===== config.mk =====
export PLATFORM = sky130hd
export DESIGN_NAME = ysyx_22040895_lsu
export DESIGN_NICKNAME = d
export VERILOG_FILES = /design/src/rtl/ysyx_22040895_lsu.sv
export SDC_FILE = /design/constraint.sdc
export NUM_CORES = 1
export LEC_CHECK = 0
export CAP_MARGIN = 20
export CORE_MARGIN = 1.5
export CORE_UTILIZATION = 46
export CTS_CLUSTER_SIZE = 30
export DETAILED_ROUTE_END_ITERATION = 10
export GPL_ROUTABILITY_DRIVEN = 0
export PLACE_DENSITY_LB_ADDON = 0.05
export SYNTH_ARGS = -nofsm -noshare
export SYNTH_HDL_FRONTEND = slang
export SYNTH_SLANG_ARGS = --single-unit

===== constraint.sdc =====
create_clock -name clk -period 3 [get_ports clk]
set_clock_uncertainty 0.15 [all_clocks]
set_input_delay 0.3 -clock clk [delete_from_list [all_inputs] [get_ports clk]]
set_output_delay 0.3 -clock clk [all_outputs]
set_load 0.02 [all_outputs]

===== src/rtl/ysyx_22040895_lsu.sv =====
// Load/store unit behind the execute-stage ALU: one outstanding req/gnt memory transaction at a time.
// Optional misaligned-access trap enabled by defining YSYX_22040895_LSU_MISALIGN_EN.
module ysyx_22040895_lsu #(
  parameter int ADDR_W = 64,
  parameter int DATA_W = 64
) (
  input  logic                  clk,
  input  logic                  rst,
`ifdef YSYX_22040895_LSU_MISALIGN_EN
  output logic                  misalign_o,
`endif
  input  logic                  in_valid_i,
  output logic                  in_ready_o,
  input  logic                  is_load_i,
  input  logic                  is_store_i,
  input  logic [2:0]            funct3_i,
  input  logic [ADDR_W-1:0]     addr_i,
  input  logic [DATA_W-1:0]     wdata_i,
  input  logic [4:0]            rd_i,
  output logic                  out_valid_o,
  input  logic                  out_ready_i,
  output logic [DATA_W-1:0]     out_data_o,
  output logic [4:0]            out_rd_o,
  output logic                  mem_req_o,
  input  logic                  mem_gnt_i,
  output logic                  mem_we_o,
  output logic [ADDR_W-1:0]     mem_addr_o,
  output logic [DATA_W-1:0]     mem_wdata_o,
  output logic [DATA_W/8-1:0]   mem_wmask_o,
  input  logic                  mem_rvalid_i,
  input  logic [DATA_W-1:0]     mem_rdata_i
);

  typedef enum logic [1:0] {S_IDLE, S_REQ, S_RESP, S_OUT} state_t;

  state_t                r_state, w_state_nxt;
  logic [2:0]            r_off;
  logic [2:0]            r_funct3;
  logic                  r_is_ld;
  logic                  r_mem_we;
  logic [ADDR_W-1:0]     r_mem_addr;
  logic [DATA_W-1:0]     r_mem_wdata;
  logic [DATA_W/8-1:0]   r_mem_wmask;
  logic [DATA_W-1:0]     r_out_data;
  logic [4:0]            r_out_rd;
  logic                  w_accept;
  logic                  w_is_mem;
  logic                  w_is_st;
  logic                  w_misalign;
  logic                  w_rsp_done;

  // Shift the addressed lane down, then sign/zero extend by funct3 size.
  function automatic logic [DATA_W-1:0] load_extend(input logic [DATA_W-1:0] rdata,
                                                    input logic [2:0] off,
                                                    input logic [2:0] f3);
    logic [DATA_W-1:0]        x;
    logic signed [DATA_W-1:0] s;
    x = rdata >> {off, 3'b000};
    case (f3)
      3'b000:  s = $signed({{(DATA_W-8){x[7]}},   x[7:0]});
      3'b100:  s = $signed({{(DATA_W-8){1'b0}},   x[7:0]});
      3'b001:  s = $signed({{(DATA_W-16){x[15]}}, x[15:0]});
      3'b101:  s = $signed({{(DATA_W-16){1'b0}},  x[15:0]});
      3'b010:  s = $signed({{(DATA_W-32){x[31]}}, x[31:0]});
      3'b110:  s = $signed({{(DATA_W-32){1'b0}},  x[31:0]});
      default: s = $signed(x);
    endcase
    return $unsigned(s);
  endfunction

  function automatic logic [DATA_W/8-1:0] store_mask(input logic [2:0] f3,
                                                     input logic [2:0] off);
    logic [DATA_W/8-1:0] m;
    case (f3[1:0])
      2'b00:   m = 8'h01 << off;
      2'b01:   m = 8'h03 << off;
      2'b10:   m = 8'h0F << off;
      default: m = 8'hFF;
    endcase
    return m;
  endfunction

  function automatic logic [DATA_W-1:0] store_data(input logic [DATA_W-1:0] wdata,
                                                   input logic [2:0] off);
    return wdata << {off, 3'b000};
  endfunction

`ifdef YSYX_22040895_LSU_MISALIGN_EN
  logic r_misalign;

  function automatic logic is_misaligned(input logic [2:0] f3, input logic [2:0] off);
    case (f3[1:0])
      2'b01:   return off[0];
      2'b10:   return off[1:0] != 2'b00;
      2'b11:   return off != 3'b000;
      default: return 1'b0;
    endcase
  endfunction

  assign w_misalign = w_is_mem & is_misaligned(funct3_i, addr_i[2:0]);
  assign misalign_o = r_misalign;
`else
  assign w_misalign = 1'b0;
`endif

  assign in_ready_o  = (r_state == S_IDLE) & ~rst;
  assign w_accept    = in_valid_i & in_ready_o;
  assign w_is_mem    = is_load_i | is_store_i;
  assign w_is_st     = is_store_i & ~is_load_i;
  assign w_rsp_done  = mem_rvalid_i & ((r_state == S_RESP) | ((r_state == S_REQ) & mem_gnt_i));

  assign out_valid_o = (r_state == S_OUT);
  assign out_data_o  = r_out_data;
  assign out_rd_o    = r_out_rd;
  assign mem_req_o   = (r_state == S_REQ);
  assign mem_we_o    = r_mem_we;
  assign mem_addr_o  = r_mem_addr;
  assign mem_wdata_o = r_mem_wdata;
  assign mem_wmask_o = r_mem_wmask;

  always_comb begin
    w_state_nxt = r_state;
    case (r_state)
      S_IDLE: if (w_accept) w_state_nxt = (!w_is_mem || w_misalign) ? S_OUT : S_REQ;
      S_REQ:  if (mem_gnt_i) w_state_nxt = mem_rvalid_i ? S_OUT : S_RESP;
      S_RESP: if (mem_rvalid_i) w_state_nxt = S_OUT;
      S_OUT:  if (out_ready_i) w_state_nxt = S_IDLE;
      default: w_state_nxt = S_IDLE;
    endcase
  end

  // Acceptance captures the op; response captures the extended load value.
  always_ff @(posedge clk) begin
    if (rst) begin
      r_state     <= S_IDLE;
      r_off       <= '0;
      r_funct3    <= '0;
      r_is_ld     <= 1'b0;
      r_mem_we    <= 1'b0;
      r_mem_addr  <= '0;
      r_mem_wdata <= '0;
      r_mem_wmask <= '0;
      r_out_data  <= '0;
      r_out_rd    <= '0;
`ifdef YSYX_22040895_LSU_MISALIGN_EN
      r_misalign  <= 1'b0;
`endif
    end else begin
      r_state <= w_state_nxt;
      case (r_state)
        S_IDLE: begin
          if (w_accept) begin
            r_off    <= addr_i[2:0];
            r_funct3 <= funct3_i;
            r_is_ld  <= is_load_i;
            if (!w_is_mem) begin
              r_out_data <= addr_i;
              r_out_rd   <= rd_i;
            end else if (w_misalign) begin
              r_out_data <= '0;
              r_out_rd   <= '0;
`ifdef YSYX_22040895_LSU_MISALIGN_EN
              r_misalign <= 1'b1;
`endif
            end else begin
              r_mem_addr  <= {addr_i[ADDR_W-1:3], 3'b000};
              r_mem_we    <= w_is_st;
              r_mem_wdata <= w_is_st ? store_data(wdata_i, addr_i[2:0]) : '0;
              r_mem_wmask <= w_is_st ? store_mask(funct3_i, addr_i[2:0]) : '0;
              r_out_rd    <= is_load_i ? rd_i : 5'd0;
            end
          end
        end
        S_REQ, S_RESP: begin
          if (w_rsp_done)
            r_out_data <= r_is_ld ? load_extend(mem_rdata_i, r_off, r_funct3) : '0;
        end
        S_OUT: begin
`ifdef YSYX_22040895_LSU_MISALIGN_EN
          if (out_ready_i) r_misalign <= 1'b0;
`endif
        end
        default: ;
      endcase
    end
  end

endmodule


* After elaboration in Yosys (flattened, before gate mapping) *
Index checks and enable logic that the tools add are counted.
W data, S select, Z words.

word-level totals
  output and inout port bits = 209
  bits in registers = 212
  word-level logic and storage cells = 67

operators by class
  reductions and logical operators = 9
  multiplexer cells = 18
  equal/unequal tests = 16
  bitwise logic cells = 9
  shift operators = 5

operators by type and width
  operator               number
  $pmux W64 S6           1
  $mux W64               5
  $pmux W64 S2           1
  $shl A64 B6 Y64        1
  $shr A64 B6 Y64        1
  $pmux W8 S3            1
  $mux W2                5
  $mux W5                2
  $eq A3 B3 Y1 const B   3
  $mux W8                1
  $ne A2 B2 Y1 const B   4
  $pmux W2 S4            1
  $reduce_and A4 Y1      2
  $shl A1 B3 Y8 const A  1
  $shl A2 B3 Y8 const A  1
  $shl A4 B3 Y8 const A  1
  $eq A2 B2 Y1 const B   3
  $and A1 B1 Y1          5
  $eq A2 B1 Y1 const B   2
  $logic_not A2 Y1       2
  $ne A2 B1 Y1 const B   2
  $eq A3 B1 Y1 const B   1
  $eq A3 B2 Y1 const B   1
  $logic_not A3 Y1       1
  7 further kinds        9

* Longest topological paths before layout *
Gate-level depths: netlist (run 1).

  depth in word-level cells = 6
  depth in mapped cells = 9
  depth with buffers taken out = 7

* Worst setup path after synthesis (run 1) *
OpenSTA, ideal clock, no wires.

  path type = register -> register
  from = register r_state[0]
  to = register r_mem_wdata[2] (netlist: mem_wdata_o[2])
  path slack = 724 ps
  data arrival time = 1998 ps
  stages on the path, launching flop included = 9
  buffers on the path = 2
  cell sequence = dfxtp_1 inv_1 ha_1 nor3b_1 o21ai_1 clkbuf_1 buf_1 a22oi_1 nor2_1

between the ends
  longest elaborated chain between the ends = 4

ends and longest elaborated chain
  item                           RTL line  text
  from (decl)                    36        state_t r_state, w_state_nxt;
  from (signal assigned)         149       r_state <= w_state_nxt;
  $logic_not A2 Y1 *             106, 150
  $and A1 B1 Y1                  106       assign in_ready_o = (r_state == S_IDLE) & ~rst;
  $and A1 B1 Y1                  107       assign w_accept = in_valid_i & in_ready_o;
  $reduce_and A3 Y1 (no line) *  n/a
  to (signal assigned)           168       r_mem_wdata <= w_is_st ? store_data(wdata_i, addr_i[2:0]) : '0;
  to (decl)                      42        logic [DATA_W-1:0] r_mem_wdata;

Mark *: on every way between the ends. The rest lies on a longest branch, timed or not.
A chain may end at the register's enable or synchronous reset.

* Worst setup path in the final report (run 1) *
  from = register r_off[1]
  to = register r_out_data[16] (netlist: out_data_o[16])

between the ends
  longest elaborated chain between the ends = 5

ends and longest elaborated chain
  item                    RTL line  text
  from (decl)             37        logic [2:0] r_off;
  from (signal assigned)  153       r_off <= addr_i[2:0];
  $shr A64 B6 Y64         58        x = rdata >> {off, 3'b000};
  $pmux W64 S6            59        case (f3)
  $mux W64                176       r_out_data <= r_is_ld ? load_extend(mem_rdata_i, r_off, r_funct3) : '0;
  $mux W64                175       if (w_rsp_done)
  $pmux W64 S2            150       case (r_state)
  to (signal assigned)    157       r_out_data <= addr_i;
  to (signal assigned)    176
  to (decl)               44        logic [DATA_W-1:0] r_out_data;

No other way between the ends. The select of a mux whose other input is x is not followed.

==> results of run 1 <==
-- timing repair --
| action | CTS | global route |
|---|---|---|
| hold buffers | 1 | 0 |
| buffers inserted | 0 | 0 |
| endpoints found under the hold margin | 5 | 0 |
| setup endpoints to repair | 0 | 0 |
-- critical path, delay by kind of cell, from the launching register on --
kind	cells	cell delay (ns)
mux	2	0.74
flops	1	0.59
simple gates	1	0.85
compound gates	2	0.34
-- metrics by stage --
step / cell area (sq um) / hold WS (ns) / total power, uW / utilization (%)
finish: 17000 / 0.179 / 12600 / 67.5
CTS: 17000 / 0.159 / 12600 / 67.5
floorplan: 11800 / 0.249 / 7170 / -
global placement: 16200 / 0.288 / 9520 / 64.3
global route: 17000 / 0.174 / 13200 / 67.5
detailed placement: 16200 / 0.295 / 9620 / 64.3
-- placed cells by master (no fill, tap or decap), types with 40 or more instances in the layout --
cell type | Yosys | final
clkdlybuf4s50_1 | 0 | 410
a211oi_1 | 40 | 40
nand2_1 | 211 | 211
nor2_1 | 149 | 148
dfxtp_1 | 212 | 210
a22oi_1 | 50 | 50
mux4_2 | 50 | 50
o21ai_0 | 53 | 53
a21oi_1 | 156 | 156
mux2i_1 | 81 | 81
-- cells by family (layout without fill, tap and decap cells) --
family / Yosys count / in the layout
adder cells (fa/ha/maj): 7 / 7
other: 1 / 5
multiplexers: 152 / 152
AO/OA/AOI/OAI: 421 / 421
AND/OR/NAND/NOR: 443 / 443
buffers and inverters: 153 / 509
flip-flops: 212 / 212
-- flip-flops by register name (all words and copies together), names as in the netlist --
register and cells:
r_state 2, r_is_ld 1, mem_wdata_o 64, mem_wmask_o 8
out_rd_o 5, r_funct3 3, mem_we_o 1, out_data_o 64
mem_addr_o 61, r_off 3
-- report_power, final --
group	switching (uW)	internal [uW]	total [uW]	leakage, uW
combinational	3450	2480	5930	0.00386
clock	1180	1820	3000	0.000395
sequential	343	3350	3700	0.00173
total	4970	7660	12600	0.00598
-- metal layers --
layer | share of wire [%] | track usage, % | up-vias
met5 | 0 | 0 | -
met4 | 3.1 | 11.0 | 0
met3 | 9.3 | 5.61 | 76
met2 | 46 | 51.3 | 602
met1 | 42 | 42.9 | 5857
li1 | - | - | 5760
-- path summary, 6_finish.rpt --
check / startpoint / end / slack, ns
worst min-delay path: funct3_i[2] / r_funct3[2] / 0.18
worst min register to register: mem_wdata_o[57] / mem_wdata_o[57] / 0.30
worst max-delay path: r_off[1] / out_data_o[16] / 0.15
worst max register to register: r_off[1] / out_data_o[16] / 0.15
-- area by class of cell --
cell class	count	area [sq um]
antenna	2	5.00
clock buffer	38	766
sequential	212	4250
fill	2114	8180
multi-input combinational	1026	6940
clock inverter	2	35.0
inverter	12	45.0
timing repair buffer	457	4550
tap	330	413
==> impl_metrics.json, run 1 <==
{
  "drive_above_1_share_pct": 10.0,
  "die_area_sq_mm": 0.0267,
  "cp-start-kind": "flop",
  "pin_count": 417,
  "path_class": "reg2reg",
  "fin_cells": 2079,
  "synthSimpleGateAreaFrac_pct": 15.9,
  "dieHeight_um": 163,
  "synth_fa_ha_area_share_pct": 0.741,
  "cts_sinks": 212,
  "place.detailed.hpwl_um": 32600,
  "ys_top_cells_by_count": "dfxtp_1, nand2_1, a21oi_1",
  "relSlewSlack_pct": 25.5,
  "area_growth_pct": 43.9,
  "drt-initial-drc-count": 1332,
  "drc_errors": 0,
  "fmax_ghz": 0.350,
  "synth_top_family_by_area": "compound AO/OA/AOI/OAI gates",
  "leakage_uw": 0.00598,
  "synth-compound-area-share_pct": 23.4,
  "clk_latency_ns": 0.51,
  "cts_tree": "yes",
  "root_buffer": "clkbuf_16",
  "finalCritPeriodShare_pct": 95.2,
  "avgViaCountPerCell": 5.91,
  "dp.cells": 2036,
  "setup.worst_path.end_class": "flop",
  "cp.required_ns": 3.19,
  "track_usage_pct": 31.8,
  "slowest_stage": "nor2_1",
  "max_cap_violations": 0,
  "crit_fanout": 30,
  "numCtsBuffers": 24,
  "syn_area_sq_mm": 0.0118,
  "rows": 58,
  "wl_per_cell_um": 21.4,
  "seq_area_frac_synth_pct": 35.9,
  "post-synth-top-area-cell": "dfxtp_1",
  "critical_path.cell_chain": "mux2i_1 > mux4_2 > o22ai_2 > nor2_1 > a221oi_1",
  "synth_mux_area_share_pct": 18.4,
  "ant_nets": 0,
  "cpPeakStageDelay_ns": 0.85,
  "drt_wl_total_um": 44500,
  "hold_violations": 0,
  "synthArstFlopShare_pct": 0,
  "design.core.area_sq_mm": 0.0252,
  "synth_edf_count": 0,
  "synthXorXnorAreaFrac_pct": 0,
  "overflow": 0,
  "die_x_um": 163,
  "critPathArrivalTime_ns": 3.04,
  "ys_warn_count": 0,
  "clk_pin_slew_ns": 0.06,
  "htreeDepth": 1,
  "synth_area_per_cell_sq_um": 8.51,
  "yosysUniqueCellTypes": 56,
  "start_util_pct": 46.9,
  "min_period_ns": 2.85,
  "hold_path_class": "in2reg",
  "preCtsSetupSlack_ns": 0.0332,
  "status": "finished, final reports clean",
  "yosysMostFrequentCell": "dfxtp_1",
  "cts.path.max_buffers": 3,
  "synthTopCellsByArea": "dfxtp_1, mux4_2, mux2i_1",
  "peakVddDrop_mv": 0.676,
  "final_nets": 1948,
  "ys_ff_latch": 212,
  "cts_resized": 0,
  "synth_ff_type": "dfxtp_1",
  "io_buffers": 413,
  "fin_setup_tns_ns": 0,
  "rsz0062_at_grt": "no",
  "synth.top_cell.area_share_pct": 35.9,
  "dr.pass1.iters": 6,
  "synthCells": 1389,
  "worst_slew_pin_slew_ns": 1.11,
  "grt_max_degree": 208,
  "maxSlewViolCount": 0,
  "setup_slack_ns": 0.145,
  "finalSetupViolations": 0,
  "grt_antenna_before_repair": 1,
  "worstHoldPathCells": 3,
  "power_density_mw_per_mm2": 743,
  "first_global_vias": 11481,
  "num_vias": 12295,
  "r2r_cells": 5,
  "grt_pass1_wl_um": 65900
}
(Power assumes the default switching activity.)
==> run 2, diff against run 1 <==
- CORE_AREA: default -> 2 2 162 164
- CORE_MARGIN: 1.5 -> default
- CORE_UTILIZATION: 46 -> default
- DIE_AREA: default -> 0 0 164 166
- clock period: 3 -> 3.7 ns (I/O delays scaled with it)
==> impl_metrics.json, run 2 (synthesis results as in run 1) <==
{
  "status": "finished, final reports clean",
  "peakVddDrop_mv": 0.482,
  "root_buffer": "clkbuf_16",
  "design.core.area_sq_mm": 0.0256,
  "final_nets": 1932,
  "p_comb_share_pct": 46.1,
  "overflow": 0,
  "wl_met1_um": 18100,
  "finalSetupViolations": 0,
  "internal_power_uw": 6140,
  "die_x_um": 164,
  "layout_common_cells": "clkdlybuf4s50_1, nand2_1, dfxtp_1",
  "area_growth_pct": 42.7,
  "place_area_sq_mm": 0.0160,
  "first_global_vias": 11361,
  "critPathArrivalTime_ns": 3.09,
  "hold_end": "mem_wdata_o[7]",
  "max_cap_violations": 0,
  "num_vias": 12315,
  "setup.worst_path.end_class": "flop",
  "r2r_cells": 7,
  "swShare_pct": 39.4,
  "p_total_uw": 10100,
  "place.detailed.hpwl_um": 32000,
  "cts_tree": "yes",
  "path_class": "reg2reg",
  "leakage_uw": 0.00589,
  "dieHeight_um": 166,
  "worst_slew_pin_slew_ns": 1.12,
  "grt_pass1_wl_um": 65700,
  "p_clk_share_pct": 24.5,
  "clk_latency_ns": 0.50,
  "wl_per_cell_um": 21.1,
  "dr_wl_met2_um": 20000,
  "maxSlewViolCount": 0,
  "dr.pass1.iters": 5,
  "htreeDepth": 1,
  "seqPwrFrac_pct": 29.5,
  "worstHoldPathCells": 2,
  "power_density_mw_per_mm2": 601,
  "cts.path.max_buffers": 3,
  "numCtsBuffers": 25,
  "reg2reg_slack_ns": 0.83,
  "ant_nets": 0,
  "drive_above_1_share_pct": 9.35,
  "hold_path_class": "in2reg",
  "holdWs_ns": 0.147,
  "switchingPower_uw": 3990,
  "rsz0062_at_grt": "no",
  "route.met3.wl_um": 3920,
  "cts_sinks": 212,
  "die_area_sq_mm": 0.0272,
  "pin_count": 417,
  "fin_setup_tns_ns": 0,
  "drc_errors": 0,
  "grt_max_degree": 89,
  "rr_endpoint": "mem_wmask_o[0]",
  "drt_wl_total_um": 43600,
  "rows": 59,
  "start_util_pct": 46.1,
  "hold_start": "rst",
  "drt-initial-drc-count": 1228,
  "crit_fanout": 43,
  "io_buffers": 413,
  "finalCritPeriodShare_pct": 77.5,
  "crit_path_start": "r_state[0]",
  "dp.cells": 2025,
  "track_usage_pct": 30.7,
  "cp.required_ns": 3.92,
  "design_area_sq_mm": 0.0169,
  "avgViaCountPerCell": 5.96,
  "min_period_ns": 2.87,
  "hold_violations": 0,
  "grt_antenna_before_repair": 1,
  "postCtsSetupRepairBufs": 0,
  "r2r-start": "r_state[0]",
  "cts_resized": 0,
  "fin_cells": 2068,
  "highest_layer": "met4",
  "fmax_ghz": 0.349,
  "ctsHoldBuffers": 0,
  "cp-start-kind": "flop",
  "relSlewSlack_pct": 25.2,
  "layout_commonest_cell": "clkdlybuf4s50_1",
  "clk_pin_slew_ns": 0.06
}
run 2: cell types whose count changed in the layout (fill, tap and decap cells not counted):
cell           delta
diode_2           -1
buf_12            -3
inv_6             +2
bufinv_16         +2
nor4_2            +1
clkinvlp_4        +1
nor4_1            -1
dlygate4sd3_1     -1
clkbuf_8          -4
clkbuf_16         -1
clkinv_2          +2
buf_4            -13
run 2: power by group through the flow:
stage               Clock [uW]  Combinational, uW  Sequential [uW]
floorplan                    0               2350             3460
global placement             0               4580             3010
detailed placement           0               4620             3030
CTS                       2520               4650             2980
global route              2610               4990             3030
finish                    2480               4670             2990
run 2: cell type report:
class / count / area, sq um
clock inverter: 9 / 130
fill: 2182 / 8750
inverter: 12 / 45.0
tap: 335 / 419
clock buffer: 33 / 686
sequential: 212 / 4250
antenna: 1 / 2.50
multi-input combinational: 1026 / 6950
timing repair buffer: 440 / 4380
run 2: how the worst max path moves through the flow:
| stage | cells past startpoint | to |
|---|---|---|
| finish | 7 | mem_wmask_o[0] |
| global route | 7 | mem_wmask_o[0] |
| CTS | 7 | mem_wmask_o[0] |
| detailed placement | 5 | out_data_o[17] |
| global placement | 7 | mem_wmask_o[0] |
| floorplan | 8 | mem_wdata_o[2] |
run 2: per-stage QoR:
stage	setup WS (ns)	util (%)
6_report	0.833	65.8
5_1_grt	0.549	65.8
4_1_cts	0.825	65.8
3_5_place_dp	0.694	62.6
3_3_place_gp	0.780	62.6
2_1_floorplan	1.42	-
run 2: metal layers:
metal  GRT usage, %  vias to the layer above
met2           49.0                      568
li1               -                     5738
met1           41.7                     5929
met4           9.95                        0
met5              0                        -
met3           6.02                       80
run 2: worst max-delay path, stage by stage, from the launching register on:
cell      delay [ns]
dfxtp_1         0.33
inv_1           0.13
ha_1            0.30
nor3b_1         0.70
o21ai_4         0.47
buf_12          0.32
a221oi_1        0.25
nor2_1          0.06
==> patch: new RTL, config.mk and constraints of run 2 <==
The option `YSYX_22040895_LSU_MISALIGN_EN` is turned on by a define.
--- a/src/rtl/ysyx_22040895_lsu.sv
+++ b/src/rtl/ysyx_22040895_lsu.sv
@@ -1,5 +1,7 @@
 // Load/store unit behind the execute-stage ALU: one outstanding req/gnt memory transaction at a time.
 // Optional misaligned-access trap enabled by defining YSYX_22040895_LSU_MISALIGN_EN.
+`define YSYX_22040895_LSU_MISALIGN_EN
+
 module ysyx_22040895_lsu #(
   parameter int ADDR_W = 64,
   parameter int DATA_W = 64
Behaviour (old outputs only; new: misalign_o): not the same (Yosys sat finds a counterexample within 4 cycles, from zero or initial values and one cycle with rst high).
==> patch against run 2 <==
Design area shrank 0.70%. Routed wire length grew 2.5%. Worst setup slack lost 0.19 ns. Global-route usage grew 0.63 points. Largest cell class unchanged. Synthesized area shrank 1.7%. Sequential power shrank 6%. Power shrank 15%. Sequential cell count grew 1. Clock power grew 2%.
==> patch: results (changes against run 2) <==
synth unique cells 54 (-3.6%); min-delay src addr_i[0]; DP Area 15,900 um^2 (-0.87%); ranking of synthesized cells by area dfxtp_1, nor2_1, nand2_1, a21oi_1, mux2i_1; layout cell share with drive strength beyond 1 8.893% (-0.46 points); register area share after synthesis 36.70% (+0.78 points); CTS resizes 0 (unchanged); Worst R2R Setup Slack 0.65 ns (-0.19 ns); WL final 44,670 um (+2.5%); CTS Buf Count 24 (-4.0%); hold path depth 3 (+1); Clock Tree Buf Depth 3 (unchanged); Yosys warning total 0 (unchanged); asr flop ratio synth 0% (unchanged); Hold EP r_off[0]; crit path max-delay cell type dfxtp_4; Setup WS pre-CTS 0.2830 ns (-0.4115 ns); Worst Tran Pin Value 0.8824 ns (-0.2360 ns); Final nets 1,991 (+3.1%); vias 12,110 (-1.6%); number of DRC markers in iteration 0 974 (-21%); global-route usage over all layers 31.29% (+0.63 points); H-tree Lvls 1 (unchanged); Root Buffer clkbuf_16; Arrival @ worst endpoint 3.28 ns (+0.19 ns); Reg clk slew, reported paths 0.06 ns (about the same); Leakage 0.005875 uW (-0.25%); Reg2Reg Depth 7 (unchanged); worst-path fanout max 43 (unchanged); first-pass GRT wire length 66,430 um (+1.1%); fin util 65.37% (-0.46 points); max incr delay on CP 0.71 ns; Reg2Reg Capture Point out_data_o[52]; IO buf count 414 (+0.24%); outcome completed; Initial DRT Pass Iterations 5 (unchanged); reg2reg start r_off[0]; largest net degree at the start of global routing 91 (+2.2%); peak supply drop 0.3679 mV (-24%); Post-CTS Setup Inserts 0 (unchanged); Int Pwr 5542 uW (-9.8%); vias in the first global route 11,490 (+1.2%); most frequent cells after synthesis dfxtp_1, nor2_1, nand2_1, a21oi_1, clkbuf_1; initial antenna violation count 5 (+4); Detail Placement HPWL 32,870 um (+2.7%); Worst Hold Class input port to flop; Skew-Pair Late Insertion Delay 0.52 ns (+0.02 ns); FILL cells 2,225 (+2.0%)
[patch: changes by cell type in the layout (fill, tap and decap cells not counted), sizes merged, moves of 14 or more]
| cell | run 2 | this run |
|---|---|---|
| a222oi | 18 | 1 |
| mux4 | 50 | 25 |
| mux2 | 21 | 50 |
| o21ai | 55 | 98 |
| o311ai | 18 | 0 |
| nor3b | 1 | 29 |
| a22oi | 50 | 76 |
| o31ai | 24 | 3 |
| nand2 | 211 | 190 |
| a21oi | 156 | 140 |
| nor3 | 17 | 31 |
| a31oi | 1 | 29 |
| nor2 | 149 | 195 |
[patch: cell type report]
class                           count  area share, %
Clock buffer                       33          4.214
Antenna cell                        4        0.05978
Multi-Input combinational cell   1079          40.51
Inverter                           16         0.3587
Tap cell                          335          2.503
Timing Repair Buffer              439          26.10
Sequential cell                   213          25.50
Clock inverter                      8         0.7472
[patch: critical path, delay by kind of cell (launching register included)]
family	cells	cell delay, ns
multiplexers	2	0.92
flip-flops	1	0.71
AO/OA/AOI/OAI	3	0.59
buffers and inverters	1	0.29
AND/OR/NAND/NOR	1	0.23
[patch: how the worst max path moves through the flow]
stage                startpoint               to  slack [ns]  cells past startpoint
finish                 r_off[0]   out_data_o[52]        0.65                      7
global route           r_off[0]   out_data_o[52]        0.53                      7
global placement    funct3_i[0]   mem_wdata_o[8]        0.44                     10
floorplan           funct3_i[0]    out_data_o[0]        1.20                     10
CTS                    r_off[0]   out_data_o[52]        0.63                      7
detailed placement  funct3_i[0]  mem_wdata_o[15]        0.28                     10
[patch: cells by family after synthesis]
family / after synthesis / share of synthesized area, %
mux: 144 / 15.70
flops: 213 / 36.70
fa+ha+maj: 10 / 1.077
simple gates: 507 / 19.35
compound gates: 415 / 21.84
buf+inv: 149 / 5.298
other cells: 1 / 0.03228
[patch: per-layer routing]
layer  GRT usage (%)  vias up  part of all wire (%)
met1           37.05     5687                    38
met5               0        -                 0.022
met4           14.95        2                   4.9
met3           7.517       96                   8.6
met2           52.94      545                    48
li1                -     5784                     -
[patch: through the flow]
step	cells	hold slack [ns]	power, uW
6_report	2127	0.03307	8626
2_1_floorplan	1441	0.3084	4763
3_3_place_gp	2082	0.2901	6079
3_5_place_dp	2082	0.2959	6124
4_1_cts	2123	0.01163	8641
5_1_grt	2126	0.04180	9014
[patch: power groups by stage]
stage	sequential (uW)	combinational, uW	clock (uW)
2_1_floorplan	3120	1640	0
3_3_place_gp	2850	3220	0
3_5_place_dp	2860	3260	0
4_1_cts	2820	3270	2550
5_1_grt	2850	3520	2650
6_report	2820	3280	2530
